--- config.mk ---
export PLATFORM = sky130hd
export DESIGN_NAME = timer_irq_source
export DESIGN_NICKNAME = d
export VERILOG_FILES = /design/src/rtl/timer_irq_source.sv
export SDC_FILE = /design/constraint.sdc
export NUM_CORES = 1
export LEC_CHECK = 0
export ABC_AREA = 1
export BUFFER_PORTS_ARGS = -buffer_cell sky130_fd_sc_hd__buf_2
export CAP_MARGIN = 10
export CORE_UTILIZATION = 35
export CTS_BUF_LIST = sky130_fd_sc_hd__clkbuf_8 sky130_fd_sc_hd__clkbuf_16
export CTS_CLUSTER_DIAMETER = 40
export DETAILED_ROUTE_END_ITERATION = 6
export SLEW_MARGIN = 20
export SYNTH_ARGS = -nofsm -noshare
export SYNTH_HDL_FRONTEND = slang
export SYNTH_SLANG_ARGS = --single-unit
export TNS_END_PERCENT = 100
--- constraint.sdc ---
create_clock -name clk -period 2.2 [get_ports clk]
set_clock_uncertainty 0.1 [all_clocks]
set_input_delay 0 -clock clk [delete_from_list [all_inputs] [get_ports clk]]
set_output_delay 0 -clock clk [all_outputs]
set_load 0.05 [all_outputs]
--- src/rtl/timer_irq_source.sv ---
// rtl/timer_irq_source.sv - countdown timer with one-shot/auto-reload IRQ source
// Optional TIMER_PRESCALE_EN adds a 4-bit prescaler configured through CTRL[7:4].
module timer_irq_source #(
    parameter int CNT_W = 32
) (
    input  logic        clk,
    input  logic        reset,
    input  logic        we,
    input  logic [1:0]  addr,
    input  logic [31:0] wdata,
    output logic [31:0] rdata,
    output logic        irq
);

    typedef enum logic [1:0] {
        S_IDLE = 2'd0,
        S_LOAD = 2'd1,
        S_CNT  = 2'd2,
        S_INT  = 2'd3
    } state_t;

`ifdef TIMER_PRESCALE_EN
    localparam logic [7:0] CTRL_WMASK = 8'hFF;
`else
    localparam logic [7:0] CTRL_WMASK = 8'h0F;
`endif

    state_t           state_q, state_d;
    logic [7:0]       ctrl_q, ctrl_d;
    logic [CNT_W-1:0] preset_q, preset_d;
    logic [CNT_W-1:0] count_q, count_d;
    logic             pending_q, pending_d;
    logic             en, auto_reload, tick;
    logic             unused_wdata;

    assign en           = ctrl_q[0];
    assign auto_reload  = (ctrl_q[2:1] == 2'b01);
    assign unused_wdata = ^wdata;

`ifdef TIMER_PRESCALE_EN
    logic [3:0] ps_cnt_q, ps_cnt_d;

    assign tick = (ps_cnt_q == ctrl_q[7:4]);

    // Prescaler only runs while counting; everywhere else it is held at zero.
    always_comb begin
        ps_cnt_d = 4'd0;
        if (state_q == S_CNT && !tick) begin
            ps_cnt_d = ps_cnt_q + 4'd1;
        end
    end

    always_ff @(posedge clk) begin
        if (reset) begin
            ps_cnt_q <= 4'd0;
        end else begin
            ps_cnt_q <= ps_cnt_d;
        end
    end
`else
    assign tick = 1'b1;
`endif

    always_comb begin
        state_d   = state_q;
        ctrl_d    = ctrl_q;
        preset_d  = preset_q;
        count_d   = count_q;
        pending_d = pending_q;

        case (state_q)
            S_IDLE: begin
                if (en) begin
                    state_d = S_LOAD;
                end
            end
            S_LOAD: begin
                count_d = preset_q;
                state_d = S_CNT;
            end
            S_CNT: begin
                if (!en) begin
                    state_d = S_IDLE;
                end else if (tick) begin
                    // COUNT of 0 or 1 both terminate, so PRESET=0 acts like 1.
                    if (count_q > CNT_W'(1)) begin
                        count_d = count_q - CNT_W'(1);
                    end else begin
                        count_d = '0;
                        state_d = S_INT;
                    end
                end
            end
            S_INT: begin
                if (auto_reload) begin
                    state_d = S_LOAD;
                end else begin
                    pending_d = 1'b1;
                    ctrl_d[0] = 1'b0;
                    state_d   = S_IDLE;
                end
            end
            default: state_d = S_IDLE;
        endcase

        // Bus writes override the FSM's EN clear; any CTRL write acknowledges.
        if (we) begin
            case (addr)
                2'd0: begin
                    ctrl_d    = wdata[7:0] & CTRL_WMASK;
                    pending_d = 1'b0;
                end
                2'd1: preset_d = wdata[CNT_W-1:0];
                default: ;
            endcase
        end
    end

    always_ff @(posedge clk) begin
        if (reset) begin
            state_q   <= S_IDLE;
            ctrl_q    <= 8'd0;
            preset_q  <= '0;
            count_q   <= '0;
            pending_q <= 1'b0;
        end else begin
            state_q   <= state_d;
            ctrl_q    <= ctrl_d;
            preset_q  <= preset_d;
            count_q   <= count_d;
            pending_q <= pending_d;
        end
    end

    always_comb begin
        rdata = '0;
        case (addr)
            2'd0: rdata[7:0]       = ctrl_q;
            2'd1: rdata[CNT_W-1:0] = preset_q;
            2'd2: rdata[CNT_W-1:0] = count_q;
            default: ;
        endcase
    end

    assign irq = ctrl_q[3] & (pending_q | (state_q == S_INT));

endmodule

==> results of run 1 <==
cell families after synthesis:
| group | after synthesis | synth area share |
|---|---|---|
| simple gates | 348 | 0.346 |
| compound gates | 159 | 0.196 |
| buf+inv | 88 | 0.0832 |
| flops | 71 | 0.329 |
| xor+xnor | 14 | 0.0284 |
| fa+ha+maj | 6 | 0.0174 |
timing repair:
action | in CTS | in global routing
setup endpoints to repair | 0 | 11
hold buffers | 35 | 0
endpoints found under the hold margin | 37 | 0
resized for setup | 0 | 2
critical path, cell delays in order, from the launching register on:
cell and delay [ns]:
dfxtp_1 0.41, inv_1 0.09, ha_1 0.26, o21ai_0 0.18, nor2_1 0.08, nand3_2 0.07, nor2_2 0.05, nor2_2 0.20
buf_6 0.20, nand2_1 0.07, nand2_1 0.06, nand2_1 0.05, a21oi_1 0.13
per-layer routing:
layer  share of wire  wire length, µm  up-vias
met3           0.049              667       14
met4           0.014              189        0
li1                -                -     2404
met1            0.48             6470     2121
met2            0.46             6280      126
met5               0                0        -
worst max-delay path by stage:
stage | start | to | slack (ns) | cells after the start
detailed placement | count_q[0]$_SDFFE_PP0P_ | count_q[24]$_SDFFE_PP0P_ | 0.13 | 9
global route | count_q[0]$_SDFFE_PP0P_ | count_q[20]$_SDFFE_PP0P_ | 0.002 | 12
finish | count_q[0]$_SDFFE_PP0P_ | count_q[20]$_SDFFE_PP0P_ | 0.17 | 12
global placement | count_q[0]$_SDFFE_PP0P_ | count_q[29]$_SDFFE_PP0P_ | 0.19 | 12
floorplan | count_q[0]$_SDFFE_PP0P_ | count_q[29]$_SDFFE_PP0P_ | 0.52 | 12
CTS | count_q[0]$_SDFFE_PP0P_ | count_q[24]$_SDFFE_PP0P_ | 0.10 | 9
sequential cells by signal, indices dropped and copies added (netlist names):
name	cells
count_q	32
ctrl_q	4
pending_q	1
preset_q	32
state_q	2
layout make-up:
cell class	instances	area, µm²	share of cell area
Inverter	55	206	0.0378
Clock buffer	10	239	0.0437
Sequential cell	71	1420	0.260
Multi-Input combinational cell	527	2540	0.465
Clock inverter	6	70.1	0.0128
Tap cell	147	184	0.0337
Timing Repair Buffer	118	805	0.147
per-stage QoR:
step	std cells	instance area [µm²]	utilization	power (µW)	setup WS [ns]
floorplan	686	4310	-	2230	0.517
global placement	883	4800	0.399	2490	0.190
detailed placement	883	4800	0.399	2510	0.133
CTS	934	5460	0.454	4080	0.101
global route	934	5460	0.455	4270	0.00202
finish	934	5460	0.455	4060	0.166
power groups by stage:
stage / Clock, µW / Sequential [µW] / Combinational (µW)
after global placement: 0 / 1440 / 1050
final: 1520 / 1420 / 1120
after floorplan: 0 / 1420 / 806
after global routing: 1590 / 1420 / 1260
after CTS: 1550 / 1410 / 1120
after detailed placement: 0 / 1440 / 1060
cell usage in the layout (no fill, tap or decap):
master	instances
inv_2	3
nor2_4	7
nor2_2	10
clkbuf_16	9
o22ai_1	9
nand2_2	8
o21bai_1	1
nor3_1	2
clkinvlp_4	3
clkinv_4	2
buf_2	69
nand3_1	15
nand2_1	192
o21a_1	1
dlygate4sd3_1	35
o21ai_0	59
nand4_1	4
dfxtp_1	71
nor2_1	100
a21oi_2	4
a21oi_1	69
a211oi_1	1
buf_6	1
xnor2_1	6
nand3_2	7
clkbuf_8	1
ha_1	6
inv_1	52
bufinv_16	1
buf_4	13
and3_1	1
o211a_1	1
o21ai_2	1
xor2_1	8
nand2_4	2
o21bai_2	1
o21ai_1	12
==> summary.md, run 1 <==
| Metric | Value |
|---|---|
| H-tree depth | 3 |
| Top FF cell, synth | dfxtp_1 |
| FF-to-FF Start | count_q[0]$_SDFFE_PP0P_ |
| Endpoints failing setup | 0 |
| # port buffers | 69 |
| Endpoints failing hold | 0 |
| Top cells by area, synth | dfxtp_1 (33%), nand2_1 (17%), nor2_1 (8.7%), a21oi_1 (8.0%), o21ai_0 (6.8%) |
| R2R depth | 12 |
| Clock group share of total power | 0.375 |
| Count of clock tree sinks | roughly 70 |
| Netlist cell types | 33 |
| Starting Density | 0.359 |
| HPWL Detailed | 9620 µm |
| Fill cells | 1300 |
| Total wire length | 13600 µm |
| RR Endpoint | count_q[20]$_SDFFE_PP0P_ |
| Register bit total from synthesis | between 70 and 80 |
| Post-Synthesis Cells | 686 |
| Vias | 4665 |
| Peak VDD IR | 0.000401 V |
| TNS Setup | 0 ns |
| Met1 Track Usage GR | 0.295 |
| Fin crit share | 0.925 |
| Slew headroom | 0.357 |
| Fmax achieved | roughly 0.49 GHz |
| Post-synth top cells | nand2_1 (192), nor2_1 (100), dfxtp_1 (71) |
| N_diodes | 0 |
| Overflow after GRT | 0 |
| RSZ-0062 raised after global routing | false |
| Met2 GRT Util | 0.361 |
| Layout cell share with drive strength beyond 1 | 0.180 |
| Die ar. | ~0.013 mm² |
| CTS clk-pin slew, worst paths | 0.06 ns |
| Drt first pass iters | 5 |
| Die Height | 113 µm |
| Pint | 2650 µW |
| Core area | 0.0120 mm² |
| Worst hold start | reset |
| Post-CTS setup repair buffer count | 0 |
| Critical Path AT | 2.21 ns |
| Worst setup EP type | flop |
| Num rows | 40 |
| EDFF count, synth | 0 |
| Async SR Flop Fraction | 0 |
| Largest net degree at the start of global routing | roughly 40 |
| WHS | roughly 0.019 ns |
| P&R area growth vs syn | 26.7% |
| Status | finished, final reports clean |
| # IOs | 70 |
| Worst hold path class | primary input to flop |
| Initial DRC count | 297 |
| NumNets Final | a little over 800 |
| GR Util met3 | 0.0257 |
| Num CTS Buffers | 9 |
| Placer Congestion | 0.831 |
| Initial antenna violation count | 0 |
| Post-Syn Area | 0.00431 mm² |
| Vias per inst | about 5 |
| Slew Limit Fails | 0 |
| DRC violations left | 0 |
| Yosys top cell by area | dfxtp_1 |
| CTS tree | yes |
| Syn_nets | 729 |
| Final ANT Viol Nets | 0 |
| Die W | 113 µm |
| First-pass GRT wire length | 21800 µm |
| Pleak | 0.00250 µW |
| Vias in the first global route | 4373 |
| Gr usage total | 0.219 |
| Worst R2R Setup Slack | around 0.17 ns |
| CP required | 2.38 ns |
| Routed len/inst | 14.6 µm |
| Critical path class | flop to flop |
| Register share of total power | 0.349 |
| Hold EP | preset_q[5]$_SDFFE_PP0P_ |
| Leading cell type by number of instances after synthesis | nand2_1 |
| Sw Ratio | 0.347 |
| Seq/Total Area, Yosys | 0.329 |
| Synth top area share | 0.329 |
| Switch Pwr | ~1400 µW |
| Min Tclk post-route | just over 2 ns |
| Synth Warn # | 0 |
| Total power per unit cell area | 743 mW/mm² |
| Clk buf depth | 2 |
| Clk_lat worst skew | 0.34 ns |
| CP startpoint kind | flop |
| Clk Tree Root Cell | clkbuf_16 |
| Gr busiest metal | met2 |
| Max-cap violations | 0 |
| Synth Area per Inst | ~6.3 µm² |
| CP Max Fanout | 9 |
| Worst Hold Depth | 4 |
| Comb pwr share | 0.276 |
| Worst slew pin tran | between 0.9 and 1 ns |
No activity file was read; power rests on OpenSTA's default activity.
==> inputs of run 2 (changes only) <==
==> constraint.sdc (replaced) <==
create_clock -name clk -period 2.25 [get_ports clk]
set_clock_uncertainty 0.1 [all_clocks]
set_input_delay 0 -clock clk [delete_from_list [all_inputs] [get_ports clk]]
set_output_delay 0 -clock clk [all_outputs]
set_load 0.05 [all_outputs]
==> summary.md, run 2 (synthesis gave the netlist of run 1 again) <==
| Metric | Value |
|---|---|
| Status | complete, but fails checks (was finished, final reports clean) |
| Failing checks | negative hold slack |
| Overflow after GRT | 0 (unchanged) |
| Hold EP | preset_q[5]$_SDFFE_PP0P_ (unchanged) |
| RR Endpoint | count_q[28]$_SDFFE_PP0P_ (was count_q[20]$_SDFFE_PP0P_) |
| Core area | 0.0120 mm² (unchanged) |
| # IOs | 70 (unchanged) |
| CP required | 2.36 ns (was 2.38 ns) |
| Vias | 4661 (was 4665) |
| Initial antenna violation count | 0 (unchanged) |
| Initial DRC count | 340 (was 297) |
| Gr busiest metal | met2 (unchanged) |
| CTS clk-pin slew, worst paths | 0.06 ns (about the same) |
| Pleak | 0.00252 µW (was 0.00250 µW) |
| Total wire length | 13400 µm (was 13600 µm) |
| Layout Cells excl Fill | 933 (was 934) |
| N_diodes | 0 (unchanged) |
| Num rows | 40 (unchanged) |
| Placer Congestion | 0.835 (was 0.831) |
| Switch Pwr | 1350 µW (was 1410 µW) |
| Slew Limit Fails | 0 (unchanged) |
| CP Max Fanout | 5 (was 9) |
| Slew headroom | 0.381 (was 0.357) |
| Num CTS Buffers | 9 (unchanged) |
| Die ar. | 0.0128 mm² (unchanged) |
| Sw Ratio | 0.327 (was 0.347) |
| R2R depth | 11 (was 12) |
| Die W | 113 µm (unchanged) |
| Placed insts | 884 (was 883) |
| First-pass GRT wire length | 21900 µm (was 21800 µm) |
| Vias in the first global route | 4308 (was 4373) |
| Slowest-stage cell, CP | dfxtp_1 (unchanged) |
| CTS tree | yes (unchanged) |
| Critical Path AT | 2.06 ns (was 2.21 ns) |
| Endpoints failing hold | 1 (was 0) |
| CP startpoint kind | flop (unchanged) |
| H-tree depth | 3 (unchanged) |
| Vias per inst | 5.00 (was 4.99) |
| Peak VDD IR | 0.000274 V (was 0.000401 V) |
| Most used cell, CP | nand2_1 (unchanged) |
| Most frequent cells in the layout | nand2_1 (192), nor2_1 (100), dfxtp_1 (71) (unchanged) |
| WHS | -0.000994 ns (was 0.0185 ns) |
| Worst hold start | reset (unchanged) |
| Post-layout util | 0.457 (was 0.455) |
| Total power per unit cell area | 752 mW/mm² (was 743 mW/mm²) |
| RSZ-0062 raised after global routing | false (unchanged) |
| Largest net degree at the start of global routing | 41 (unchanged) |
| HPWL Detailed | 9470 µm (was 9620 µm) |
| Worst Hold Depth | 4 (unchanged) |
| TNS Setup | 0 ns (unchanged) |
| Layout cell share with drive strength beyond 1 | 0.179 (was 0.180) |
| Max-cap violations | 0 (unchanged) |
| Design area | 0.00549 mm² (was 0.00546 mm²) |
| Most common cell after layout, fill and taps aside | nand2_1 (unchanged) |
| Starting Density | 0.359 (unchanged) |
| Clk_lat worst skew | 0.34 ns (about the same) |
| Worst setup EP type | flop (unchanged) |
| DRC violations left | 0 (unchanged) |
| Max incr delay on CP | 0.35 ns (was 0.41 ns) |
| DP Area | 0.00482 mm² (was 0.00480 mm²) |
| Worst hold path class | primary input to flop (unchanged) |
| NumNets Final | 824 (was 825) |
| Worst path cell trace | inv_1 > ha_1 > nand2_4 > nor2_4 > nand2_1 > nor2_1 > nand3_1 > nand3_2 > nand2_1 > nand2_1 > a21oi_1 (was inv_1 > ha_1 > o21ai_0 > nor2_1 > nand3_2 > nor2_2 > nor2_2 > buf_6 > nand2_1 > nand2_1 > nand2_1 > a21oi_1) |
| Clk buf depth | 2 (unchanged) |
| Fin crit share | 0.866 (was 0.925) |
| Pwr Total | 4130 µW (was 4060 µW) |
| GR Util met3 | 0.0225 (was 0.0257) |
| FF-to-FF Start | count_q[0]$_SDFFE_PP0P_ (unchanged) |
| Critical path class | flop to flop (unchanged) |
| Worst R2R Setup Slack | 0.30 ns (was 0.17 ns) |
| Comb pwr share | 0.267 (was 0.276) |
| Die Height | 113 µm (unchanged) |
| Met1 Track Usage GR | 0.305 (was 0.295) |
| Met2 GRT Util | 0.357 (was 0.361) |
| Routed len/inst | 14.3 µm (was 14.6 µm) |
| Register share of total power | 0.336 (was 0.349) |
| Fmax achieved | 0.513 GHz (was 0.492 GHz) |
| Min Tclk post-route | 1.95 ns (was 2.03 ns) |
| Drt first pass iters | 5 (unchanged) |
| Largest regs | count_q (32), preset_q (32), ctrl_q (4) (unchanged) |
| P&R area growth vs syn | 27.3% (was 26.7%) |
| Pint | 2780 µW (was 2650 µW) |
| Clk Tree Root Cell | clkbuf_16 (unchanged) |
| Final ANT Viol Nets | 0 (unchanged) |
| Gr usage total | 0.219 (about the same) |
| Clock group share of total power | 0.398 (was 0.375) |
| Worst slew pin tran | 0.927 ns (was 0.963 ns) |
| # port buffers | 69 (unchanged) |
| Endpoints failing setup | 0 (unchanged) |
| Count of clock tree sinks | 71 (unchanged) |
run 2: final cells by class:
type	count	area (µm²)
inverters	55	206
clock buffers	9	225
flip-flops and latches	71	1420
multi-input cells	527	2540
repair buffers	117	801
fillers	1298	6520
well taps	147	184
clock inverters	7	114
run 2: repair_timing:
item                                    in CTS  in global routing
endpoints found under the setup margin       0                  1
setup buffers                                0                  0
hold buffers                                33                  0
endpoints found under the hold margin       36                  0
gates resized for setup                      0                  1
run 2: worst max-delay path by stage:
stage / startpoint / end / cells after the start
2_1_floorplan: count_q[0]$_SDFFE_PP0P_ / count_q[29]$_SDFFE_PP0P_ / 12
3_3_place_gp: count_q[0]$_SDFFE_PP0P_ / count_q[15]$_SDFFE_PP0P_ / 9
3_5_place_dp: count_q[0]$_SDFFE_PP0P_ / count_q[15]$_SDFFE_PP0P_ / 9
4_1_cts: count_q[0]$_SDFFE_PP0P_ / count_q[15]$_SDFFE_PP0P_ / 9
5_1_grt: count_q[0]$_SDFFE_PP0P_ / count_q[24]$_SDFFE_PP0P_ / 11
6_report: count_q[0]$_SDFFE_PP0P_ / count_q[28]$_SDFFE_PP0P_ / 11
run 2: power by group through the flow:
stage	logic (µW)	registers (µW)	clock network, µW
floorplan	788	1390	0
global placement	1040	1410	0
detailed placement	1040	1410	0
CTS	1090	1380	1660
global route	1240	1390	1710
finish	1100	1380	1640
run 2: layer usage:
layer | part of all wire | routed length [µm] | vias up
li1 | - | - | 2394
met1 | 0.49 | 6550 | 2149
met2 | 0.46 | 6100 | 108
met3 | 0.042 | 562 | 10
met4 | 0.010 | 137 | 0
met5 | 0 | 0 | -
run 2: critical path: cells and delay by family, from the launching register on:
family | cells | cell delay [ns]
AO/OA/AOI/OAI | 1 | 0.05
adder cells (fa/ha/maj) | 1 | 0.24
buffers and inverters | 1 | 0.10
flip-flops | 1 | 0.35
AND/OR/NAND/NOR | 8 | 0.98
run 2: per-stage QoR:
stage | hold WS (ns) | worst slack (ns)
2_1_floorplan | -0.0309 | 0.567
3_3_place_gp | 0.151 | 0.271
3_5_place_dp | 0.154 | 0.215
4_1_cts | 0.00288 | 0.187
5_1_grt | 0.0371 | 0.124
6_report | -0.000994 | 0.301
==> inputs of run 3 (changes only) <==
==> constraint.sdc (replaced) <==
create_clock -name clk -period 2.25 [get_ports clk]
set_clock_uncertainty 0.1 [all_clocks]
set_input_delay 0 -clock clk [delete_from_list [all_inputs] [get_ports clk]]
set_output_delay 0 -clock clk [all_outputs]
set_load 0.02 [all_outputs]
==> summary.md, run 3 (synthesis gave the netlist of run 1 again) <==
| Metric | Value |
|---|---|
| Overflow after GRT | 0 (unchanged) |
| Die Height | 113 µm (unchanged) |
| Largest net degree at the start of global routing | 41 (unchanged) |
| Vias | 4666 (was 4661) |
| Most frequent cells in the layout | nand2_1 (192), nor2_1 (100), dfxtp_1 (71) (unchanged) |
| Initial antenna violation count | 0 (unchanged) |
| Endpoints failing setup | 0 (unchanged) |
| Clk_lat worst skew | 0.34 ns (about the same) |
| Register share of total power | 0.334 (was 0.336) |
| Largest regs | count_q (32), preset_q (32), ctrl_q (4) (unchanged) |
| CTS tree | yes (unchanged) |
| Worst Hold Depth | 4 (unchanged) |
| Pint | 2790 µW (was 2780 µW) |
| First-pass GRT wire length | 22100 µm (was 21900 µm) |
| Sw Ratio | 0.327 (about the same) |
| Critical Path AT | 2.11 ns (was 2.06 ns) |
| Hold EP | count_q[18]$_SDFFE_PP0P_ (was preset_q[5]$_SDFFE_PP0P_) |
| CP required | 2.42 ns (was 2.36 ns) |
| FF-to-FF Start | count_q[0]$_SDFFE_PP0P_ (unchanged) |
| CP Max Fanout | 22 (was 5) |
| Fin crit share | 0.861 (was 0.866) |
| Total power per unit cell area | 745 mW/mm² (was 752 mW/mm²) |
| Most common cell after layout, fill and taps aside | nand2_1 (unchanged) |
| Final ANT Viol Nets | 0 (unchanged) |
| Pleak | 0.00254 µW (was 0.00252 µW) |
| Worst hold path class | primary input to flop (unchanged) |
| Max incr delay on CP | 0.40 ns (was 0.35 ns) |
| Metal2 WL | 5960 µm (was 6100 µm) |
| Die ar. | 0.0128 mm² (unchanged) |
| Die W | 113 µm (unchanged) |
| Vias per inst | 4.96 (was 5.00) |
| Min Tclk post-route | 1.94 ns (was 1.95 ns) |
| Layout cell share with drive strength beyond 1 | 0.180 (was 0.179) |
| CP startpoint kind | flop (unchanged) |
| Initial DRC count | 282 (was 340) |
| Most used cell, CP | o21ai_0 (was nand2_1) |
| Routed len/inst | 14.2 µm (was 14.3 µm) |
| RR Endpoint | count_q[15]$_SDFFE_PP0P_ (was count_q[28]$_SDFFE_PP0P_) |
| Worst R2R Setup Slack | 0.31 ns (was 0.30 ns) |
| Drt first pass iters | 5 (unchanged) |
| RSZ-0062 raised after global routing | false (unchanged) |
| Slew Limit Fails | 0 (unchanged) |
| R2R depth | 9 (was 11) |
| Max-cap violations | 0 (unchanged) |
| Placer Congestion | 0.875 (was 0.835) |
| Comb pwr share | 0.260 (was 0.267) |
| HPWL Detailed | 9370 µm (was 9470 µm) |
| Slew headroom | 0.580 (was 0.381) |
| WHS | 0.00771 ns (was -0.000994 ns) |
| # port buffers | 69 (unchanged) |
| Post-CTS setup repair buffer count | 0 (unchanged) |
| DRC violations left | 0 (unchanged) |
| Count of clock tree sinks | 71 (unchanged) |
| Critical path class | flop to flop (unchanged) |
| Vias in the first global route | 4423 (was 4308) |
| Met3 Wirelength | 505 µm (was 562 µm) |
| Num rows | 40 (unchanged) |
| Clk Tree Root Cell | clkbuf_16 (unchanged) |
| Status | finished, final reports clean (was complete, but fails checks) |
| Gr usage total | 0.220 (was 0.219) |
| Fmax achieved | 0.516 GHz (was 0.513 GHz) |
| Worst path cell trace | inv_1 > ha_1 > o21ai_0 > nor2_1 > nand4_1 > nand2_4 > o21ai_0 > o21ai_0 > a21oi_1 (was inv_1 > ha_1 > nand2_4 > nor2_4 > nand2_1 > nor2_1 > nand3_1 > nand3_2 > nand2_1 > nand2_1 > a21oi_1) |
| Worst slew pin tran | 0.630 ns (was 0.927 ns) |
| Switch Pwr | 1360 µW (was 1350 µW) |
| Peak VDD IR | 0.000344 V (was 0.000274 V) |
| Worst setup EP type | flop (unchanged) |
| Endpoints failing hold | 0 (was 1) |
| Core area | 0.0120 mm² (unchanged) |
| TNS Setup | 0 ns (unchanged) |
| # IOs | 70 (unchanged) |
| Slowest-stage cell, CP | dfxtp_1 (unchanged) |
| Total wire length | 13300 µm (was 13400 µm) |
| H-tree depth | 3 (unchanged) |
| NumNets Final | 831 (was 824) |
| Starting Density | 0.359 (unchanged) |
| N_diodes | 0 (unchanged) |
| CTS clk-pin slew, worst paths | 0.06 ns (about the same) |
| Worst hold start | reset (unchanged) |
| P&R area growth vs syn | 29.1% (was 27.3%) |
| Clock group share of total power | 0.406 (was 0.398) |
| Routed metal-1 wirelength | 6600 µm (was 6550 µm) |
| Top Layer Used | met4 (unchanged) |
| Clk buf depth | 2 (unchanged) |
| Num CTS Buffers | 9 (unchanged) |
==> run 3: final cells by class <==
cell class,count,area [µm²]
flip-flops and latches,71,1420
repair buffers,124,871
clock inverters,7,121
clock buffers,9,225
well taps,147,184
fillers,1253,6440
multi-input cells,527,2540
inverters,55,206
==> run 3: power by group through the flow <==
stage	clock (µW)	combinational, µW	sequential (µW)
2_1_floorplan	0	761	1390
3_3_place_gp	0	1000	1410
3_5_place_dp	0	1010	1410
4_1_cts	1710	1070	1380
5_1_grt	1750	1220	1390
6_report	1680	1080	1390
==> run 3: worst max-delay path by stage <==
stage / endpoint / depth (start not counted) / slack, ns / start
6_report: count_q[15]$_SDFFE_PP0P_ / 9 / 0.31 / count_q[0]$_SDFFE_PP0P_
5_1_grt: count_q[15]$_SDFFE_PP0P_ / 9 / 0.09 / count_q[0]$_SDFFE_PP0P_
4_1_cts: count_q[15]$_SDFFE_PP0P_ / 9 / 0.18 / count_q[0]$_SDFFE_PP0P_
3_5_place_dp: count_q[15]$_SDFFE_PP0P_ / 9 / 0.23 / count_q[0]$_SDFFE_PP0P_
3_3_place_gp: count_q[15]$_SDFFE_PP0P_ / 9 / 0.29 / count_q[0]$_SDFFE_PP0P_
2_1_floorplan: count_q[29]$_SDFFE_PP0P_ / 12 / 0.57 / count_q[0]$_SDFFE_PP0P_
==> run 3: worst max-delay path: cells and delay by family (launching register included) <==
| family | cells | cell delay [ns] |
|---|---|---|
| buf+inv | 1 | 0.09 |
| simple gates | 3 | 0.39 |
| compound gates | 4 | 0.63 |
| flops | 1 | 0.40 |
| fa+ha+maj | 1 | 0.26 |
==> run 3: routing by layer <==
metal  GRT usage  up-vias
met1       0.304     2135
met5           0        -
met2       0.352      110
met3      0.0279       18
met4      0.0763        0
li1            -     2403
==> run 3: what timing repair did <==
action | 4_1_cts | 5_1_grt
hold buffers | 40 | 0
resized for setup | 0 | 1
hold endpoints to repair | 36 | 0
setup endpoints to repair | 0 | 1
==> run 3: stage by stage <==
stage	setup slack, ns	std cells	cell area (µm²)	util	power, µW
2_1_floorplan	0.567	686	4310	-	2150
3_3_place_gp	0.287	884	4820	0.401	2410
3_5_place_dp	0.229	884	4820	0.401	2420
4_1_cts	0.185	940	5560	0.463	4160
5_1_grt	0.0873	940	5570	0.464	4370
6_report	0.312	940	5570	0.464	4150
